<file path="config.mk">
export PLATFORM = sky130hd
export DESIGN_NAME = axi4_lite_register_master_flat
export DESIGN_NICKNAME = d
export VERILOG_FILES = /design/src/rtl/axi4_lite_register_master_if.sv /design/src/rtl/axi4_lite_register_master.sv /design/src/flat_wrapper.sv
export SDC_FILE = /design/constraint.sdc
export NUM_CORES = 1
export LEC_CHECK = 0
export ABC_AREA = 0
export BUFFER_PORTS_ARGS = -buffer_cell sky130_fd_sc_hd__buf_2
export CORE_AREA = 2 2 105 107
export CTS_CLUSTER_SIZE = 16
export DETAILED_ROUTE_END_ITERATION = 8
export DIE_AREA = 0 0 107 109
export PLACE_DENSITY_LB_ADDON = 0.3
export SLEW_MARGIN = 20
export SYNTH_ARGS = -nofsm -noshare
export SYNTH_HDL_FRONTEND = slang
export SYNTH_SLANG_ARGS = --single-unit
</file>
<file path="constraint.sdc">
create_clock -name aclk -period 2 [get_ports aclk]
set_clock_uncertainty 0.1 [all_clocks]
set_input_delay 0.2 -clock aclk [delete_from_list [all_inputs] [get_ports aclk]]
set_output_delay 0.2 -clock aclk [all_outputs]
set_load 0.01 [all_outputs]
</file>
<file path="src/rtl/axi4_lite_register_master_if.sv">
// AXI4-Lite configuration package and bus interface shared by masters and slaves.
package axi4_lite_pkg;
    typedef struct packed {
        int unsigned A;
        int unsigned N;
    } axi4_lite_cfg_t;
endpackage

interface axi4_lite_if #(
    parameter int AW = 32,
    parameter int DW = 32
);
    logic [AW-1:0]   awaddr;
    logic [2:0]      awprot;
    logic            awvalid;
    logic            awready;
    logic [DW-1:0]   wdata;
    logic [DW/8-1:0] wstrb;
    logic            wvalid;
    logic            wready;
    logic [1:0]      bresp;
    logic            bvalid;
    logic            bready;
    logic [AW-1:0]   araddr;
    logic [2:0]      arprot;
    logic            arvalid;
    logic            arready;
    logic [DW-1:0]   rdata;
    logic [1:0]      rresp;
    logic            rvalid;
    logic            rready;

    modport master (
        output awaddr, awprot, awvalid, wdata, wstrb, wvalid, bready,
        output araddr, arprot, arvalid, rready,
        input  awready, wready, bresp, bvalid, arready, rdata, rresp, rvalid
    );

    modport slave (
        input  awaddr, awprot, awvalid, wdata, wstrb, wvalid, bready,
        input  araddr, arprot, arvalid, rready,
        output awready, wready, bresp, bvalid, arready, rdata, rresp, rvalid
    );
endinterface

</file>
<file path="src/rtl/axi4_lite_register_master.sv">
// Single-outstanding AXI4-Lite master driven by a command/response port.
// Optional watchdog abort: define AXI4_LITE_REGISTER_MASTER_TIMEOUT_EN.
module axi4_lite_register_master
    import axi4_lite_pkg::*;
#(
    parameter axi4_lite_cfg_t C = '{default: 0},
    parameter int TIMEOUT = 256,
    localparam int AW = (C.A == 32'd0) ? 32 : int'(C.A),
    localparam int NB = (C.N == 32'd0) ? 4 : int'(C.N),
    localparam int DW = NB * 8
) (
    input  logic          aclk,
    input  logic          areset,
    input  logic          cmd_valid,
    output logic          cmd_ready,
    input  logic          cmd_wr,
    input  logic [AW-1:0] cmd_addr,
    input  logic [DW-1:0] cmd_wdata,
    input  logic [NB-1:0] cmd_wstrb,
    output logic          rsp_valid,
    output logic [DW-1:0] rsp_rdata,
    output logic [1:0]    rsp_resp,
    output logic          rsp_timeout,
    axi4_lite_if.master   axi4_m
);

    typedef enum logic [2:0] {
        IDLE = 3'd0,
        WR   = 3'd1,
        WR_B = 3'd2,
        RD_A = 3'd3,
        RD_R = 3'd4
    } state_e;

    state_e        state_q, state_d;
    logic [AW-1:0] addr_q, addr_d;
    logic [DW-1:0] wdata_q, wdata_d;
    logic [NB-1:0] wstrb_q, wstrb_d;
    logic          awvalid_q, awvalid_d;
    logic          wvalid_q, wvalid_d;
    logic          bready_q, bready_d;
    logic          arvalid_q, arvalid_d;
    logic          rready_q, rready_d;
    logic          cmd_ready_q, cmd_ready_d;
    logic          rsp_valid_q, rsp_valid_d;
    logic [DW-1:0] rsp_rdata_q, rsp_rdata_d;
    logic [1:0]    rsp_resp_q, rsp_resp_d;
    logic          rsp_timeout_q, rsp_timeout_d;
    logic          accept_s;
    logic          abort_s;

    assign accept_s = cmd_valid & cmd_ready_q;

`ifdef AXI4_LITE_REGISTER_MASTER_TIMEOUT_EN
    localparam int CW = (TIMEOUT > 2) ? $clog2(TIMEOUT) : 1;
    localparam logic [CW-1:0] CNT_LAST = CW'(TIMEOUT - 1);

    logic [CW-1:0] cnt_q;
    logic          done_s;

    // A completing handshake in the last watchdog cycle beats the abort.
    assign done_s  = ((state_q == WR_B) && axi4_m.bvalid) || ((state_q == RD_R) && axi4_m.rvalid);
    assign abort_s = (state_q != IDLE) && !done_s && (cnt_q == CNT_LAST);

    // Watchdog: cycles spent in the current transaction.
    always_ff @(posedge aclk) begin
        if (areset) begin
            cnt_q <= '0;
        end else if (accept_s) begin
            cnt_q <= '0;
        end else if (state_q != IDLE) begin
            cnt_q <= cnt_q + 1'b1;
        end else begin
            cnt_q <= cnt_q;
        end
    end
`else
    logic unused_timeout_s;

    assign unused_timeout_s = ^TIMEOUT;
    assign abort_s          = 1'b0;
`endif

    // Next-state and next-output logic for the transaction FSM.
    always_comb begin
        state_d       = state_q;
        addr_d        = addr_q;
        wdata_d       = wdata_q;
        wstrb_d       = wstrb_q;
        awvalid_d     = awvalid_q;
        wvalid_d      = wvalid_q;
        bready_d      = bready_q;
        arvalid_d     = arvalid_q;
        rready_d      = rready_q;
        cmd_ready_d   = cmd_ready_q;
        rsp_valid_d   = 1'b0;
        rsp_rdata_d   = rsp_rdata_q;
        rsp_resp_d    = rsp_resp_q;
        rsp_timeout_d = rsp_timeout_q;
        if (abort_s) begin
            state_d       = IDLE;
            awvalid_d     = 1'b0;
            wvalid_d      = 1'b0;
            bready_d      = 1'b0;
            arvalid_d     = 1'b0;
            rready_d      = 1'b0;
            cmd_ready_d   = 1'b1;
            rsp_valid_d   = 1'b1;
            rsp_resp_d    = 2'b10;
            rsp_rdata_d   = '0;
            rsp_timeout_d = 1'b1;
        end else begin
            case (state_q)
                IDLE: begin
                    if (accept_s) begin
                        addr_d      = cmd_addr;
                        wdata_d     = cmd_wdata;
                        wstrb_d     = cmd_wstrb;
                        cmd_ready_d = 1'b0;
                        if (cmd_wr) begin
                            state_d   = WR;
                            awvalid_d = 1'b1;
                            wvalid_d  = 1'b1;
                        end else begin
                            state_d   = RD_A;
                            arvalid_d = 1'b1;
                        end
                    end else begin
                        cmd_ready_d = 1'b1;
                    end
                end
                WR: begin
                    // AW and W retire independently; B is awaited once both are gone.
                    awvalid_d = awvalid_q & ~axi4_m.awready;
                    wvalid_d  = wvalid_q & ~axi4_m.wready;
                    if (!awvalid_d && !wvalid_d) begin
                        state_d  = WR_B;
                        bready_d = 1'b1;
                    end else begin
                        state_d = WR;
                    end
                end
                WR_B: begin
                    if (axi4_m.bvalid) begin
                        state_d       = IDLE;
                        bready_d      = 1'b0;
                        cmd_ready_d   = 1'b1;
                        rsp_valid_d   = 1'b1;
                        rsp_resp_d    = axi4_m.bresp;
                        rsp_rdata_d   = '0;
                        rsp_timeout_d = 1'b0;
                    end else begin
                        bready_d = 1'b1;
                    end
                end
                RD_A: begin
                    if (axi4_m.arready) begin
                        state_d   = RD_R;
                        arvalid_d = 1'b0;
                        rready_d  = 1'b1;
                    end else begin
                        arvalid_d = 1'b1;
                    end
                end
                RD_R: begin
                    if (axi4_m.rvalid) begin
                        state_d       = IDLE;
                        rready_d      = 1'b0;
                        cmd_ready_d   = 1'b1;
                        rsp_valid_d   = 1'b1;
                        rsp_resp_d    = axi4_m.rresp;
                        rsp_rdata_d   = axi4_m.rdata;
                        rsp_timeout_d = 1'b0;
                    end else begin
                        rready_d = 1'b1;
                    end
                end
                default: begin
                    state_d     = IDLE;
                    awvalid_d   = 1'b0;
                    wvalid_d    = 1'b0;
                    bready_d    = 1'b0;
                    arvalid_d   = 1'b0;
                    rready_d    = 1'b0;
                    cmd_ready_d = 1'b1;
                end
            endcase
        end
    end

    // State and output registers.
    always_ff @(posedge aclk) begin
        if (areset) begin
            state_q       <= IDLE;
            addr_q        <= '0;
            wdata_q       <= '0;
            wstrb_q       <= '0;
            awvalid_q     <= 1'b0;
            wvalid_q      <= 1'b0;
            bready_q      <= 1'b0;
            arvalid_q     <= 1'b0;
            rready_q      <= 1'b0;
            cmd_ready_q   <= 1'b1;
            rsp_valid_q   <= 1'b0;
            rsp_rdata_q   <= '0;
            rsp_resp_q    <= 2'b00;
            rsp_timeout_q <= 1'b0;
        end else begin
            state_q       <= state_d;
            addr_q        <= addr_d;
            wdata_q       <= wdata_d;
            wstrb_q       <= wstrb_d;
            awvalid_q     <= awvalid_d;
            wvalid_q      <= wvalid_d;
            bready_q      <= bready_d;
            arvalid_q     <= arvalid_d;
            rready_q      <= rready_d;
            cmd_ready_q   <= cmd_ready_d;
            rsp_valid_q   <= rsp_valid_d;
            rsp_rdata_q   <= rsp_rdata_d;
            rsp_resp_q    <= rsp_resp_d;
            rsp_timeout_q <= rsp_timeout_d;
        end
    end

    assign cmd_ready      = cmd_ready_q;
    assign rsp_valid      = rsp_valid_q;
    assign rsp_rdata      = rsp_rdata_q;
    assign rsp_resp       = rsp_resp_q;
    assign rsp_timeout    = rsp_timeout_q;

    assign axi4_m.awaddr  = addr_q;
    assign axi4_m.awprot  = 3'b000;
    assign axi4_m.awvalid = awvalid_q;
    assign axi4_m.wdata   = wdata_q;
    assign axi4_m.wstrb   = wstrb_q;
    assign axi4_m.wvalid  = wvalid_q;
    assign axi4_m.bready  = bready_q;
    assign axi4_m.araddr  = addr_q;
    assign axi4_m.arprot  = 3'b000;
    assign axi4_m.arvalid = arvalid_q;
    assign axi4_m.rready  = rready_q;

endmodule

</file>
<file path="src/flat_wrapper.sv">
// flat-port wrapper written by rule: the top's interface ports become plain ports
module axi4_lite_register_master_flat import axi4_lite_pkg::*;
#(
    parameter axi4_lite_cfg_t C = '{default: 0},
    parameter int TIMEOUT = 256,
    localparam int AW = (C.A == 32'd0) ? 32 : int'(C.A),
    localparam int NB = (C.N == 32'd0) ? 4 : int'(C.N),
    localparam int DW = NB * 8
)
  (aclk, areset, cmd_valid, cmd_ready, cmd_wr, cmd_addr, cmd_wdata, cmd_wstrb, rsp_valid, rsp_rdata, rsp_resp, rsp_timeout, axi4_m_awaddr, axi4_m_awprot, axi4_m_awvalid, axi4_m_wdata, axi4_m_wstrb, axi4_m_wvalid, axi4_m_bready, axi4_m_araddr, axi4_m_arprot, axi4_m_arvalid, axi4_m_rready, axi4_m_awready, axi4_m_wready, axi4_m_bresp, axi4_m_bvalid, axi4_m_arready, axi4_m_rdata, axi4_m_rresp, axi4_m_rvalid);
  axi4_lite_if #(.AW(32), .DW(32)) axi4_m_i ();
  input  logic aclk;
  input  logic areset;
  input  logic cmd_valid;
  output logic cmd_ready;
  input  logic cmd_wr;
  input  logic [AW-1:0] cmd_addr;
  input  logic [DW-1:0] cmd_wdata;
  input  logic [NB-1:0] cmd_wstrb;
  output logic rsp_valid;
  output logic [DW-1:0] rsp_rdata;
  output logic [1:0] rsp_resp;
  output logic rsp_timeout;
  output wire logic [$bits(axi4_m_i.awaddr)-1:0] axi4_m_awaddr;
  output wire logic [$bits(axi4_m_i.awprot)-1:0] axi4_m_awprot;
  output wire logic [$bits(axi4_m_i.awvalid)-1:0] axi4_m_awvalid;
  output wire logic [$bits(axi4_m_i.wdata)-1:0] axi4_m_wdata;
  output wire logic [$bits(axi4_m_i.wstrb)-1:0] axi4_m_wstrb;
  output wire logic [$bits(axi4_m_i.wvalid)-1:0] axi4_m_wvalid;
  output wire logic [$bits(axi4_m_i.bready)-1:0] axi4_m_bready;
  output wire logic [$bits(axi4_m_i.araddr)-1:0] axi4_m_araddr;
  output wire logic [$bits(axi4_m_i.arprot)-1:0] axi4_m_arprot;
  output wire logic [$bits(axi4_m_i.arvalid)-1:0] axi4_m_arvalid;
  output wire logic [$bits(axi4_m_i.rready)-1:0] axi4_m_rready;
  input wire logic [$bits(axi4_m_i.awready)-1:0] axi4_m_awready;
  input wire logic [$bits(axi4_m_i.wready)-1:0] axi4_m_wready;
  input wire logic [$bits(axi4_m_i.bresp)-1:0] axi4_m_bresp;
  input wire logic [$bits(axi4_m_i.bvalid)-1:0] axi4_m_bvalid;
  input wire logic [$bits(axi4_m_i.arready)-1:0] axi4_m_arready;
  input wire logic [$bits(axi4_m_i.rdata)-1:0] axi4_m_rdata;
  input wire logic [$bits(axi4_m_i.rresp)-1:0] axi4_m_rresp;
  input wire logic [$bits(axi4_m_i.rvalid)-1:0] axi4_m_rvalid;
  assign axi4_m_awaddr = axi4_m_i.awaddr;
  assign axi4_m_awprot = axi4_m_i.awprot;
  assign axi4_m_awvalid = axi4_m_i.awvalid;
  assign axi4_m_wdata = axi4_m_i.wdata;
  assign axi4_m_wstrb = axi4_m_i.wstrb;
  assign axi4_m_wvalid = axi4_m_i.wvalid;
  assign axi4_m_bready = axi4_m_i.bready;
  assign axi4_m_araddr = axi4_m_i.araddr;
  assign axi4_m_arprot = axi4_m_i.arprot;
  assign axi4_m_arvalid = axi4_m_i.arvalid;
  assign axi4_m_rready = axi4_m_i.rready;
  assign axi4_m_i.awready = axi4_m_awready;
  assign axi4_m_i.wready = axi4_m_wready;
  assign axi4_m_i.bresp = axi4_m_bresp;
  assign axi4_m_i.bvalid = axi4_m_bvalid;
  assign axi4_m_i.arready = axi4_m_arready;
  assign axi4_m_i.rdata = axi4_m_rdata;
  assign axi4_m_i.rresp = axi4_m_rresp;
  assign axi4_m_i.rvalid = axi4_m_rvalid;
  axi4_lite_register_master #(.C(C), .TIMEOUT(TIMEOUT)) u_core (.aclk(aclk), .areset(areset), .cmd_valid(cmd_valid), .cmd_ready(cmd_ready), .cmd_wr(cmd_wr), .cmd_addr(cmd_addr), .cmd_wdata(cmd_wdata), .cmd_wstrb(cmd_wstrb), .rsp_valid(rsp_valid), .rsp_rdata(rsp_rdata), .rsp_resp(rsp_resp), .rsp_timeout(rsp_timeout), .axi4_m(axi4_m_i));
endmodule
</file>
==> impl_metrics.toml <==
[route]
drcViolationCount = 0
drtIter0Drc = 313
drtAntennaViolNets = 0
dr.pass1.iters = 7
wl_per_cell_um = 13.71
drt-total-wl_mm = 13.71
via_per_inst = 4.807
num_vias = 4807

[timing]
max_freq_mhz = 545.9
finalWorstSetupSlack_ns = 0.1683
whs_ns = 0.02183
maxSlewHeadroom_pct = 66.53
min_period_over_period_pct = 91.59
tightest_slew_ns = 0.5021
drv_slew = 0
setup-tns-final_ns = 0
rsz0062_at_grt = "no"
finalSetupViolCount = 0
hold_viol = 0
min_period_ns = 1.832

[clocking]
cts-root-buf = "clkbuf_8"
hold_buffers = 101
clock-sinks = 112
cts-resized-gates = 0
htreeDepth = 3
cts_made_buffers = 9
path_clk_slew_ns = 0.10
cts_setup_buffers = 0
cts_buffer_depth = 2
clock_latency_ns = 0.37
cts_tree = "built"

[final_layout]
final_common_cell = "buf_2"
stdcell_count = 1000
layout.nets = 968
design_area_um2 = 6838
fin_util_pct = 64.49
final_cell_mix = "buf_2, nand2_1, dfxtp_1"
diodes = 0
syn2layout_area_growth_pct = 52.23
final_layout_size_suffix_gt1_share_pct = 33.60
fillers = 840

[worst_setup_path]
endpoint_kind = "flop"
slowest_stage = "buf_4"
path_class = "flop to flop"
endpoint = "u_core.axi4_m.wdata[4]$_SDFFE_PP0P_"
ff2ff_setup_slack_ns = 0.17
required_ns = 2.20
r2r_start = "u_core.state_q[1]$_SDFFE_PP0P_"
r2r-end = "u_core.axi4_m.wdata[4]$_SDFFE_PP0P_"
r2r_cells = 5
crit_start = "u_core.state_q[1]$_SDFFE_PP0P_"
max_stage_delay_ns = 0.40
cp_cell_sequence = "buf_4 > nor4_4 > buf_4 > nand2_1 > a21oi_1"
path_buf_inv = 2
worstPathMaxFanout = 33
cp-start-kind = "flop"
critPathArrivalTime_ns = 2.04
critPathTopFamily = "buffers and inverters"
cpMostUsedCell = "buf_4"
cp.depth = 5

[placement]
pre_cts_slack_ns = 0.1831
hpwl_mm = 8.673
gp_congestion = 0.7760
io_buffer_count = 253
dpl_cell_area_um2 = 5654
dp_cells = 883

[global_routing]
grt_usage_pct = 22.47
grt_antenna_before_repair = 0
grt_use_met2_pct = 42.22
grt_pass1_wl_mm = 20.87
grt_max_degree = 70
gr-total-overflow = 0
gr-max-usage-layer = "met2"
gr-usage-met3_pct = 5.380
grtUsageMet1_pct = 24.35
grt_pass1_vias = 4528

[logic_synthesis]
synth-edff-count = 0
syn_avg_cell_area_um2 = 8.123
ys.warnings.count = 0
synth_top_area_share_pct = 49.92
async_flop_share_pct = 0
yosys_most_used_dff = "dfxtp_1"
yosys_register_bits = 112
yosysSeqAreaShare_pct = 49.92
syn_inst = 553
synth_area_um2 = 4492
synth.largest_area_cell = "dfxtp_1"
yosys.cell_types.count = 35
yosys-top-cells-area = "dfxtp_1, a21oi_1, nand2_1, buf_4, nand2b_1"

[power_and_ir_drop]
finalPower_mw = 6.415
p_leak_nw = 3.144
power_density_nw_per_um2 = 938.2
peakVddDrop_uv = 434.7

[floorplanning]
coreArea_um2 = 10600
fp-row-count = 38
initial_core_util_pct = 42.36
dieWidth_um = 107
die_h_um = 109
dieArea_um2 = 11660
ios = 261

[worst_hold_path]
hold-path-cell-count = 3
min_from = "axi4_m_arready"
hold_path.class = "input port to flop"

[outcome]
status = "finished clean"

[run]
cap_violations = 0
-- sequential cells by signal (all words and copies together), names as in the netlist, 2 cells and up --
register              count
u_core.axi4_m.wstrb       4
u_core.axi4_m.wdata      32
u_core.rsp_rdata         32
u_core.state_q            3
u_core.rsp_resp           2
u_core.axi4_m.araddr     32
-- final cells by class --
cell class / instances / area, µm² / share of cell area, %
repair buffers: 365 / 2425 / 35.46
flip-flops and latches: 112 / 2242 / 32.79
multi-input cells: 362 / 1804 / 26.39
well taps: 140 / 175.2 / 2.562
clock buffers: 10 / 137.6 / 2.013
clock inverters: 6 / 35.03 / 0.5124
inverters: 5 / 18.77 / 0.2745
-- power breakdown --
| part | switching (mW) | internal [mW] | total [mW] |
|---|---|---|---|
| sequential | 0.211 | 2.58 | 2.79 |
| clock | 0.744 | 0.479 | 1.22 |
| combinational | 1.37 | 1.04 | 2.40 |
| total | 2.32 | 4.09 | 6.41 |
-- worst min-delay path, stage by stage --
cell and delay (ns):
buf_2 0.11, nand4b_1 0.08, a21oi_1 0.06
-- cell usage after synthesis (2+ instances only) --
master / n
nor3b_1: 2
nor2_1: 7
nand2b_1: 33
inv_1: 5
buf_4: 39
nand2_1: 140
mux2i_1: 3
a211oi_1: 4
o21bai_1: 2
buf_2: 10
a31oi_1: 2
o221ai_1: 2
dfxtp_1: 112
nor2b_1: 2
clkbuf_1: 30
nand3_1: 32
a21boi_0: 2
or2_2: 2
nand3b_1: 3
a21oi_1: 106
-- cell families after synthesis --
kind of cell | after synthesis | synth area share (%)
AO/OA/AOI/OAI | 124 | 15.07
AND/OR/NAND/NOR | 227 | 23.20
buffers and inverters | 85 | 10.81
flip-flops | 112 | 49.92
other | 1 | 0.08349
multiplexers | 4 | 0.9192
-- worst min-delay path by stage --
stage	endpoint
6_report	u_core.state_q[2]$_SDFFE_PP0P_
5_1_grt	u_core.state_q[2]$_SDFFE_PP0P_
4_1_cts	u_core.state_q[2]$_SDFFE_PP0P_
3_5_place_dp	u_core.axi4_m.wdata[3]$_SDFFE_PP0P_
3_3_place_gp	u_core.axi4_m.wdata[9]$_SDFFE_PP0P_
2_1_floorplan	u_core.axi4_m.wdata[0]$_SDFFE_PP0P_
-- metal layers --
metal	wire, µm	part of all wire [%]	up-vias
met2	7222	53	203
met1	5302	39	2203
li1	-	-	2376
met5	0	0	-
met4	272	2.0	0
met3	913	6.7	25
(Power assumes the default switching activity.)
